File: config.mk
export PLATFORM = sky130hd
export DESIGN_NAME = dcache
export DESIGN_NICKNAME = d
export VERILOG_FILES = /design/src/rtl/dcache_pkg.sv /design/src/rtl/dcache_array.sv /design/src/rtl/dcache.sv
export SDC_FILE = /design/constraint.sdc
export NUM_CORES = 2
export LEC_CHECK = 0
export BUFFER_PORTS_ARGS = -buffer_cell sky130_fd_sc_hd__buf_2
export CAP_MARGIN = 20
export CORE_ASPECT_RATIO = 0.7
export CORE_UTILIZATION = 45
export DETAILED_ROUTE_END_ITERATION = 10
export SLEW_MARGIN = 10
export SYNTH_ARGS = -nofsm -noshare
export SYNTH_HDL_FRONTEND = slang
export SYNTH_MEMORY_MAX_BITS = 65536
export SYNTH_SLANG_ARGS = --single-unit
File: constraint.sdc
create_clock -name clk -period 11 [get_ports clk]
set_input_delay 0.55 -clock clk [delete_from_list [all_inputs] [get_ports clk]]
set_output_delay 0.55 -clock clk [all_outputs]
set_load 0.03 [all_outputs]
File: src/rtl/dcache_pkg.sv
// Shared types and geometry for the direct-mapped write-back data cache.
// The address splits into tag | idx | word offset | byte offset; all widths derive from the set count and line size.
package dcache_pkg;

    localparam int DCACHE_SETS      = 16;
    localparam int DCACHE_LINE_BITS = 256;

    localparam int WORD_BITS     = 32;
    localparam int WORDS         = DCACHE_LINE_BITS / WORD_BITS;
    localparam int LINE_BYTES    = DCACHE_LINE_BITS / 8;
    localparam int BYTE_OFF_BITS = 2;
    localparam int OFF_BITS      = $clog2(WORDS);
    localparam int LINE_OFF_BITS = OFF_BITS + BYTE_OFF_BITS;
    localparam int IDX_BITS      = $clog2(DCACHE_SETS);
    localparam int TAG_BITS      = 32 - IDX_BITS - LINE_OFF_BITS;

    typedef enum logic [1:0] {
        IDLE,
        CMP,
        WB,
        FILL
    } dcache_state_t;

    typedef struct packed {
        logic [31:0] addr;
        logic [3:0]  rmask;
        logic [3:0]  wmask;
        logic [31:0] wdata;
    } dcache_req_t;

    // Rebuild a line-aligned memory address from a tag and a set index.
    function automatic logic [31:0] line_addr(input logic [TAG_BITS-1:0] tag,
                                              input logic [IDX_BITS-1:0] idx);
        return {tag, idx, {LINE_OFF_BITS{1'b0}}};
    endfunction

endpackage

File: src/rtl/dcache_array.sv
// Storage for the data cache: line data with per-byte write enables, plus tag, valid and dirty per set.
// A single index serves both the asynchronous read and the synchronous write.
module dcache_array
    import dcache_pkg::*;
(
    input  logic                        clk,
    input  logic                        rst,
    input  logic [IDX_BITS-1:0]         idx,
    output logic [DCACHE_LINE_BITS-1:0] line_data,
    output logic [TAG_BITS-1:0]         line_tag,
    output logic                        line_valid,
    output logic                        line_dirty,
    input  logic [LINE_BYTES-1:0]       byte_we,
    input  logic [DCACHE_LINE_BITS-1:0] wdata,
    input  logic                        tag_we,
    input  logic [TAG_BITS-1:0]         tag_in,
    input  logic                        set_valid,
    input  logic                        set_dirty,
    input  logic                        clr_dirty
);

    logic [DCACHE_LINE_BITS-1:0] data_arr [DCACHE_SETS];
    logic [TAG_BITS-1:0]         tag_arr  [DCACHE_SETS];
    logic [DCACHE_SETS-1:0]      valid_arr;
    logic [DCACHE_SETS-1:0]      dirty_arr;

    // Byte-granular line write; a fill enables all bytes, a store hit only its lanes.
    always_ff @(posedge clk) begin
        for (int b = 0; b < LINE_BYTES; b++) begin
            if (byte_we[b]) begin
                data_arr[idx][8*b +: 8] <= wdata[8*b +: 8];
            end
        end
    end

    // Tag update happens only when a new line is installed.
    always_ff @(posedge clk) begin
        if (tag_we) begin
            tag_arr[idx] <= tag_in;
        end
    end

    // Valid and dirty are the only array state cleared by reset, which is enough to invalidate the cache.
    always_ff @(posedge clk) begin
        if (rst) begin
            valid_arr <= '0;
            dirty_arr <= '0;
        end else begin
            if (set_valid) begin
                valid_arr[idx] <= 1'b1;
            end
            if (clr_dirty) begin
                dirty_arr[idx] <= 1'b0;
            end else if (set_dirty) begin
                dirty_arr[idx] <= 1'b1;
            end
        end
    end

    assign line_data  = data_arr[idx];
    assign line_tag   = tag_arr[idx];
    assign line_valid = valid_arr[idx];
    assign line_dirty = dirty_arr[idx];

endmodule

File: src/rtl/dcache.sv
// Blocking, direct-mapped, write-back data cache serving single-word LSQ requests.
// One request is held at a time; misses write back a dirty victim, fill the line, then re-compare and hit.
module dcache
    import dcache_pkg::*;
(
    input  logic                        clk,
    input  logic                        rst,
    input  logic [31:0]                 dmem_addr,
    input  logic [3:0]                  dmem_rmask,
    input  logic [3:0]                  dmem_wmask,
    input  logic [31:0]                 dmem_wdata,
    output logic [31:0]                 dmem_rdata,
    output logic                        dmem_resp,
    output logic [31:0]                 mem_addr,
    output logic                        mem_read,
    output logic                        mem_write,
    output logic [DCACHE_LINE_BITS-1:0] mem_wdata,
    input  logic [DCACHE_LINE_BITS-1:0] mem_rdata,
    input  logic                        mem_resp
);

    dcache_state_t state;
    dcache_req_t   req;
    logic          is_store;

    logic [TAG_BITS-1:0] req_tag;
    logic [IDX_BITS-1:0] req_idx;
    logic [OFF_BITS-1:0] req_off;

    logic [DCACHE_LINE_BITS-1:0] line_data;
    logic [TAG_BITS-1:0]         line_tag;
    logic                        line_valid;
    logic                        line_dirty;

    logic [LINE_BYTES-1:0]       byte_we;
    logic [DCACHE_LINE_BITS-1:0] arr_wdata;
    logic                        tag_we;
    logic                        set_valid;
    logic                        set_dirty;
    logic                        clr_dirty;

    logic        hit;
    logic        cmp_hit;
    logic        store_hit;
    logic        fill_done;
    logic        new_req;
    logic [31:0] word;
    logic        unused_bits;

    assign req_tag = req.addr[31 -: TAG_BITS];
    assign req_idx = req.addr[LINE_OFF_BITS +: IDX_BITS];
    assign req_off = req.addr[BYTE_OFF_BITS +: OFF_BITS];

    // Load width is decided by the LSQ from the full word, so rmask content and byte offset are not needed here.
    assign unused_bits = ^{req.rmask, req.addr[1:0]};

    dcache_array u_array (
        .clk        (clk),
        .rst        (rst),
        .idx        (req_idx),
        .line_data  (line_data),
        .line_tag   (line_tag),
        .line_valid (line_valid),
        .line_dirty (line_dirty),
        .byte_we    (byte_we),
        .wdata      (arr_wdata),
        .tag_we     (tag_we),
        .tag_in     (req_tag),
        .set_valid  (set_valid),
        .set_dirty  (set_dirty),
        .clr_dirty  (clr_dirty)
    );

    assign new_req   = (|dmem_rmask) || (|dmem_wmask);
    assign hit       = line_valid && (line_tag == req_tag);
    assign cmp_hit   = (state == CMP) && hit;
    assign store_hit = cmp_hit && is_store;
    assign fill_done = (state == FILL) && mem_resp;
    assign word      = line_data[WORD_BITS*req_off +: WORD_BITS];

    // The response is the compare-cycle hit itself, which is what gives a one-cycle hit latency.
    assign dmem_resp  = cmp_hit;
    assign dmem_rdata = cmp_hit ? word : '0;

    // Array write controls: a completed fill installs the whole line clean; a store hit merges its lanes and dirties the set.
    always_comb begin
        byte_we   = '0;
        arr_wdata = {WORDS{req.wdata}};
        tag_we    = 1'b0;
        set_valid = 1'b0;
        set_dirty = 1'b0;
        clr_dirty = 1'b0;
        if (fill_done) begin
            byte_we   = '1;
            arr_wdata = mem_rdata;
            tag_we    = 1'b1;
            set_valid = 1'b1;
            clr_dirty = 1'b1;
        end else if (store_hit) begin
            byte_we[4*req_off +: 4] = req.wmask;
            set_dirty               = 1'b1;
        end
    end

    // Controller FSM with registered memory-side outputs, held steady until mem_resp.
    always_ff @(posedge clk) begin
        if (rst) begin
            state     <= IDLE;
            req       <= '0;
            is_store  <= 1'b0;
            mem_read  <= 1'b0;
            mem_write <= 1'b0;
            mem_addr  <= '0;
            mem_wdata <= '0;
        end else begin
            case (state)
                IDLE: begin
                    if (new_req) begin
                        req.addr  <= dmem_addr;
                        req.rmask <= dmem_rmask;
                        req.wmask <= dmem_wmask;
                        req.wdata <= dmem_wdata;
                        is_store  <= |dmem_wmask;
                        state     <= CMP;
                    end
                end
                CMP: begin
                    if (hit) begin
                        state <= IDLE;
                    end else if (line_valid && line_dirty) begin
                        mem_write <= 1'b1;
                        mem_addr  <= line_addr(line_tag, req_idx);
                        mem_wdata <= line_data;
                        state     <= WB;
                    end else begin
                        mem_read <= 1'b1;
                        mem_addr <= line_addr(req_tag, req_idx);
                        state    <= FILL;
                    end
                end
                WB: begin
                    if (mem_resp) begin
                        mem_write <= 1'b0;
                        mem_read  <= 1'b1;
                        mem_addr  <= line_addr(req_tag, req_idx);
                        state     <= FILL;
                    end
                end
                FILL: begin
                    if (mem_resp) begin
                        mem_read <= 1'b0;
                        state    <= CMP;
                    end
                end
                default: begin
                    state <= IDLE;
                end
            endcase
        end
    end

    a_no_dual_mask: assert property (@(posedge clk) disable iff (rst)
        !((|dmem_rmask) && (|dmem_wmask)));

    a_req_only_idle: assert property (@(posedge clk) disable iff (rst)
        (state != IDLE) |-> !new_req);

    a_mem_exclusive: assert property (@(posedge clk)
        !(mem_read && mem_write));

endmodule

# [Word-level counts from Yosys, hierarchy flattened]
# Memories as Yosys holds them, arrays and structs flattened. A register that Yosys moved wholly into a read port is not among the register bits.
# Index checks and enable logic that the tools add are counted.
[word_totals] register_bits=393 mem_bits_rw=4464 in_bits=331 out_inout_bits=323 elab_cells=157 n_memories=2
[classes] n_addsub=1 magnitude_cmp=2 eq_ne=10 n_shift=3 mux=103 bitwise=6 n_reduce_logical=19
[mem_list] name="u_array.data_arr" depth=16 word_bits=256 read_ports=1 rd_ports_with_merged_regs=1 wr=1 line_no="dcache_array.sv:22" rtl="logic [DCACHE_LINE_BITS-1:0] data_arr [DCACHE_SETS];"
[mem_list] name="u_array.tag_arr" depth=16 word_bits=23 read_ports=1 rd_ports_with_merged_regs=1 wr=1 line_no="dcache_array.sv:23" rtl="logic [TAG_BITS-1:0] tag_arr [DCACHE_SETS];"
[ops] op="$mux W256" count=1
[ops] op="$shiftx A256 B9 Y32" count=1
[ops] op="$mux W32" count=6
[ops] op="$mux W1" count=79
[ops] op="$pmux W32 S2" count=1
[ops] op="$neg A5 Y34" count=1
[ops] op="$shift A4 B34 Y32 const A" count=1
[ops] op="$shiftx A4 B34 Y32" count=1
[ops] op="$and A32 B32 Y32" count=1
[ops] op="$mux W16" count=2
[ops] op="$or A16 B16 Y16" count=2
[ops] op="$eq A23 B23 Y1" count=1
[ops] op="$and A16 B16 Y16" count=1
[ops] op="$mux W4" count=4
[ops] op="$not A16 Y16" count=1
[ops] op="$ne A2 B2 Y1 const B" count=5
[ops] op="$reduce_and A3 Y1" count=3
[ops] op="$bmux W1 S4" count=2
[ops] op="$mux W2" count=4
[ops] op="$pmux W2 S4" count=1
[ops] op="$reduce_or A4 Y1" count=2
[ops] op="$logic_and A1 B1 Y1" count=6
[ops] op="$lt A4 B5 Y1 const B" count=1
[ops] op="$reduce_and A5 Y1" count=1
[ops] op="14 further kinds" count=16

# [Longest topological paths before layout]
[depth] depth_word=9 mapped_depth=16

# [Hierarchy]
# Synthesis repeated with hierarchy kept, for this count alone.
[unflattened] cells_unflattened=9764 area_unflattened_um2=189399.1
[by_module_without_submodules] mod="dcache_array" instances=1 cells_per_inst=7556 area_each_um2=171798.5
[by_module_without_submodules] mod="dcache" instances=1 cells_per_inst=2208 area_each_um2=17600.6

# [Least setup slack after synthesis]
# No wires, ideal clock.
[synth_path] kind="register -> output" start="register (tool-made name)" end="output dmem_rdata[13]" t_arrival_ns=4.398 required_ns=10.450 setup_slack_ns=6.052 stages_incl_launch_ff=16 path_buffers=11 path_cell_list="dfxtp_1 > buf_4 > buf_6 > buf_4 > buf_4 > buf_4 > buf_4 > buf_2 > buf_2 > buf_2 > buf_2 > clkbuf_1 > a211oi_1 > a31oi_1 > o22ai_1 > a2111oi_0"
[synth_lines] element="end: declaration" line_no="dcache.sv:12" rtl="output logic [31:0] dmem_rdata,"

==> impl_metrics.prom <==
# TYPE chip_impl_metric gauge
chip_impl_info{name="run_status",value="complete, no violations"} 1
chip_impl_metric{name="first_global_vias",unit=""} 97886
chip_impl_info{name="synth-main-ff-cell",value="sky130_fd_sc_hd__edfxtp_1"} 1
chip_impl_metric{name="nNetsFinal",unit=""} 10605
chip_impl_info{name="grt_setup_unrepaired",value="no"} 1
chip_impl_metric{name="via_per_inst",unit=""} 6.286
chip_impl_info{name="setup_crit_end_kind",value="primary output"} 1
chip_impl_metric{name="mean_area_per_synthesized_cell",unit="µm²"} 20.38
chip_impl_metric{name="cts_sinks",unit=""} 4854
chip_impl_metric{name="wirelength",unit="µm"} 615700
chip_impl_metric{name="fraction_of_the_yosys_area_taken_by_sequential_cells",unit=""} 0.7452
chip_impl_metric{name="worstSkewPairLatency",unit="ns"} 1.07
chip_impl_metric{name="synth_edf_count",unit=""} 4464
chip_impl_info{name="cts_tree",value="built"} 1
chip_impl_info{name="synth.cells.most_frequent",value="sky130_fd_sc_hd__edfxtp_1, sky130_fd_sc_hd__mux4_2, sky130_fd_sc_hd__nor2_1, sky130_fd_sc_hd__dfxtp_1, sky130_fd_sc_hd__clkbuf_1"} 1
chip_impl_metric{name="drt_first_iter_violations",unit=""} 16521
chip_impl_metric{name="rrSetupSlack",unit="ns"} 4.17
chip_impl_info{name="path_type_of_the_worst_setup_path",value="register to primary output"} 1
chip_impl_metric{name="synth.top_cell.area_share",unit=""} 0.7042
chip_impl_info{name="post-synth-top-count-cell",value="sky130_fd_sc_hd__edfxtp_1"} 1
chip_impl_info{name="terminating_pin_of_the_worst_hold_path",value="mem_wdata[72]"} 1
chip_impl_metric{name="vias",unit=""} 103016
chip_impl_metric{name="final.period_utilization",unit=""} 0.7367
chip_impl_metric{name="num_rows",unit=""} 199
chip_impl_metric{name="total_clock_buffers_created_by_cts",unit=""} 457
chip_impl_info{name="cts_root_buffer",value="sky130_fd_sc_hd__clkbuf_16"} 1
chip_impl_info{name="crit-reg2reg-capture",value="u_array.data_arr[11][152]"} 1
chip_impl_metric{name="layout-drive-gt1-share",unit=""} 0.2977
chip_impl_metric{name="maxCapViolCount",unit=""} 0
chip_impl_metric{name="worstPathBufferInverterCount",unit=""} 3
chip_impl_info{name="hold_class",value="primary input to register"} 1
chip_impl_metric{name="detail-route-antenna-nets",unit=""} 0
chip_impl_metric{name="crit_arrival",unit="ns"} 7.55
chip_impl_metric{name="cts-htree-levels",unit=""} 5
chip_impl_metric{name="ctsResizeCount",unit=""} 0
chip_impl_metric{name="synthesis.area",unit="µm²"} 190400
chip_impl_metric{name="timing.final.crit_period",unit="ns"} 8.104
chip_impl_metric{name="hold_depth",unit=""} 2
chip_impl_metric{name="floorplan.die.width",unit="µm"} 779.4
chip_impl_metric{name="overall_global_routing_usage",unit=""} 0.2845
chip_impl_metric{name="required",unit="ns"} 10.45
chip_impl_metric{name="post_synth_inst_count",unit=""} 9343
chip_impl_info{name="crit_family",value="compound AO/OA/AOI/OAI gates"} 1
chip_impl_metric{name="dieArea",unit="µm²"} 425700
chip_impl_metric{name="io_buffers",unit=""} 646
chip_impl_info{name="worstPathCellList",value="buf_4 > mux4_2 > mux2i_1 > xor2_1 > o21ai_0 > o32ai_1 > and4b_1 > and4b_1 > nand2_4 > buf_4 > a21oi_1 > buf_2"} 1
chip_impl_metric{name="synth-async-reset-ratio",unit=""} 0
chip_impl_metric{name="drv_slew",unit=""} 0
chip_impl_metric{name="worstMarginPinSlew",unit="ns"} 1.247
chip_impl_metric{name="timing.critical_path.fanout_max",unit=""} 56
chip_impl_metric{name="leakagePower",unit="nW"} 70.84
chip_impl_metric{name="die_height",unit="µm"} 546.2
chip_impl_metric{name="first_pass_iters",unit=""} 9
chip_impl_metric{name="place_hpwl",unit="µm"} 410200
chip_impl_metric{name="report.final.setup_viol",unit=""} 0
chip_impl_info{name="synth.largest_area_cell",value="sky130_fd_sc_hd__edfxtp_1"} 1
chip_impl_info{name="hold_wc_startpoint",value="rst"} 1
chip_impl_metric{name="io_pins",unit=""} 654
chip_impl_metric{name="antenna_found_initial",unit=""} 136
chip_impl_metric{name="clock_tree.buffer_depth",unit=""} 4
chip_impl_metric{name="grt_max_degree",unit=""} 181
chip_impl_metric{name="fin_total_pwr",unit="mW"} 49.06
chip_impl_metric{name="unique_cell_type_count_in_the_yosys_netlist",unit=""} 68
chip_impl_metric{name="r2r_cells",unit=""} 10
chip_impl_info{name="worst_path_max_delay_cell",value="sky130_fd_sc_hd__a21oi_1"} 1
chip_impl_metric{name="synth-warning-count",unit=""} 0
chip_impl_metric{name="initial_utilization",unit=""} 0.4527
chip_impl_metric{name="tns",unit="ns"} 0
chip_impl_info{name="cp-start-kind",value="register"} 1
chip_impl_metric{name="grt_first_pass_wirelength",unit="µm"} 826300
chip_impl_metric{name="global_route.overflow_total",unit=""} 0
chip_impl_metric{name="cts_setup_buffers",unit=""} 0
chip_impl_metric{name="peakVddDrop",unit="V"} 0.0001721
chip_impl_metric{name="area.growth.synth_to_final",unit="%"} 14.08
chip_impl_metric{name="globalplace.congestion",unit=""} 0.8941
chip_impl_metric{name="clock-skew-final",unit="ns"} 0.07951
chip_impl_metric{name="timing_hold_violations_final",unit=""} 0
chip_impl_metric{name="max_slew_margin",unit=""} 0.1648
chip_impl_metric{name="drcViolationCount",unit=""} 0
chip_impl_metric{name="drt-wirelength-per-cell",unit="µm"} 37.57
chip_impl_metric{name="core",unit="µm²"} 420500
chip_impl_info{name="synth.top_cells.by_area",value="sky130_fd_sc_hd__edfxtp_1, sky130_fd_sc_hd__mux4_2, sky130_fd_sc_hd__dfxtp_1, sky130_fd_sc_hd__mux2i_1, sky130_fd_sc_hd__nor2_1"} 1
chip_impl_metric{name="cellPowerDensity",unit="nW/µm²"} 225.9
chip_impl_metric{name="synth-seq-cells",unit=""} 4854
chip_impl_metric{name="clkSlewWorstSetupHoldPaths",unit="ns"} 0.06
chip_impl_metric{name="clock.fmax",unit="MHz"} 123.4
chip_impl_metric{name="timing.critical_path.slowest_cell_delay",unit="ns"} 0.90
## through the flow
stage / setup slack (ns) / util / hold WS, ns / cell area, µm² / cells
after floorplan: 6.052 / - / 0.4317 / 190400 / 9347
after global routing: 2.816 / 0.5159 / 0.09375 / 217000 / 16307
after detailed placement: 4.259 / 0.4782 / 0.4433 / 201100 / 15349
after CTS: 3.130 / 0.5154 / 0.04327 / 216700 / 16267
after global placement: 4.268 / 0.4781 / 0.4437 / 201000 / 15342
final: 2.896 / 0.5164 / 0.05335 / 217200 / 16387
## final cells by class
type,instances,area (µm²)
diodes,100,250.2
clock buffers,596,12370
clock inverters,255,2585
fillers,32850,203400
inverters,31,127.6
multi-input cells,3825,45860
flip-flops and latches,4854,141900
well taps,5628,7042
repair buffers,1098,7064
## registers in the layout (all words and copies together) (netlist names), named ones only
signal             cells
u_array.tag_arr      368
u_array.data_arr    4096
mem_wdata            256
mem_addr              27
mem_read               1
is_store               1
state                  2
req                   66
mem_write              1
u_array.valid_arr     16
## metal layers
layer / wire (µm) / GRT usage / up-vias
li1: - / - / 40254
met1: 237800 / 0.4056 / 54779
met2: 268100 / 0.4045 / 6827
met3: 74180 / 0.07724 / 1138
met4: 35470 / 0.1451 / 18
met5: 135 / 0 / -
## placed cells by master, fill, tap and decap left out, drive strengths merged, types with 26 or more instances in the layout
cell type / netlist / layout
clkinv: 1 / 204
dfxtp: 390 / 390
dlygate4sd3: 0 / 67
nor3: 36 / 36
clkbuf: 378 / 597
diode: 0 / 100
mux4: 1387 / 1387
a21o: 258 / 258
nand2: 365 / 365
inv: 30 / 26
and2: 45 / 45
edfxtp: 4464 / 4464
mux2i: 368 / 368
bufinv: 0 / 47
buf: 259 / 1030
o21ai: 217 / 217
nor2: 662 / 662
a21oi: 181 / 181
## cell families after synthesis
family / Yosys count / synth area share
AOI/OAI and AO/OA: 800 / 0.02708
xor gates and xnor gates: 27 / 0.001242
adders and majority gates: 7 / 0.0004601
buffers and inverters: 668 / 0.01531
DFF: 4854 / 0.7452
muxes: 1766 / 0.1841
other: 1 / 0.00001970
and+or+nand+nor: 1220 / 0.02663
## power by group
part	switching, mW	leakage, nW	total, mW	internal, mW
Combinational	7.57	19.4	11.2	3.59
Clock	6.97	7.31	16.0	9.01
Sequential	0.263	44.1	21.9	21.7
Total	14.8	70.8	49.1	34.3
## worst max path at each step
stage,from,endpoint,cells past startpoint
3_5_place_dp,register,dmem_rdata[9],12
6_report,register,dmem_rdata[9],12
2_1_floorplan,register,dmem_rdata[13],15
5_1_grt,register,dmem_rdata[9],12
3_3_place_gp,register,dmem_rdata[9],12
4_1_cts,register,dmem_rdata[9],12
## worst register-to-register path, stage by stage (launching register included)
cell and delay, ns:
sky130_fd_sc_hd__dfxtp_4 0.89, sky130_fd_sc_hd__buf_4 0.74, sky130_fd_sc_hd__mux4_2 0.62, sky130_fd_sc_hd__mux4_2 0.53
sky130_fd_sc_hd__xnor2_1 0.53, sky130_fd_sc_hd__o21ai_1 0.18, sky130_fd_sc_hd__or4_4 0.67, sky130_fd_sc_hd__nor4_4 0.24
sky130_fd_sc_hd__buf_4 0.53, sky130_fd_sc_hd__a31oi_4 0.41, sky130_fd_sc_hd__nor2_1 1.07
## timing repair
action                     CTS  global route
hold endpoints to repair    73             0
hold buffers                67             0
setup endpoints to repair    0             0
Power figures use the tool's default switching activity.
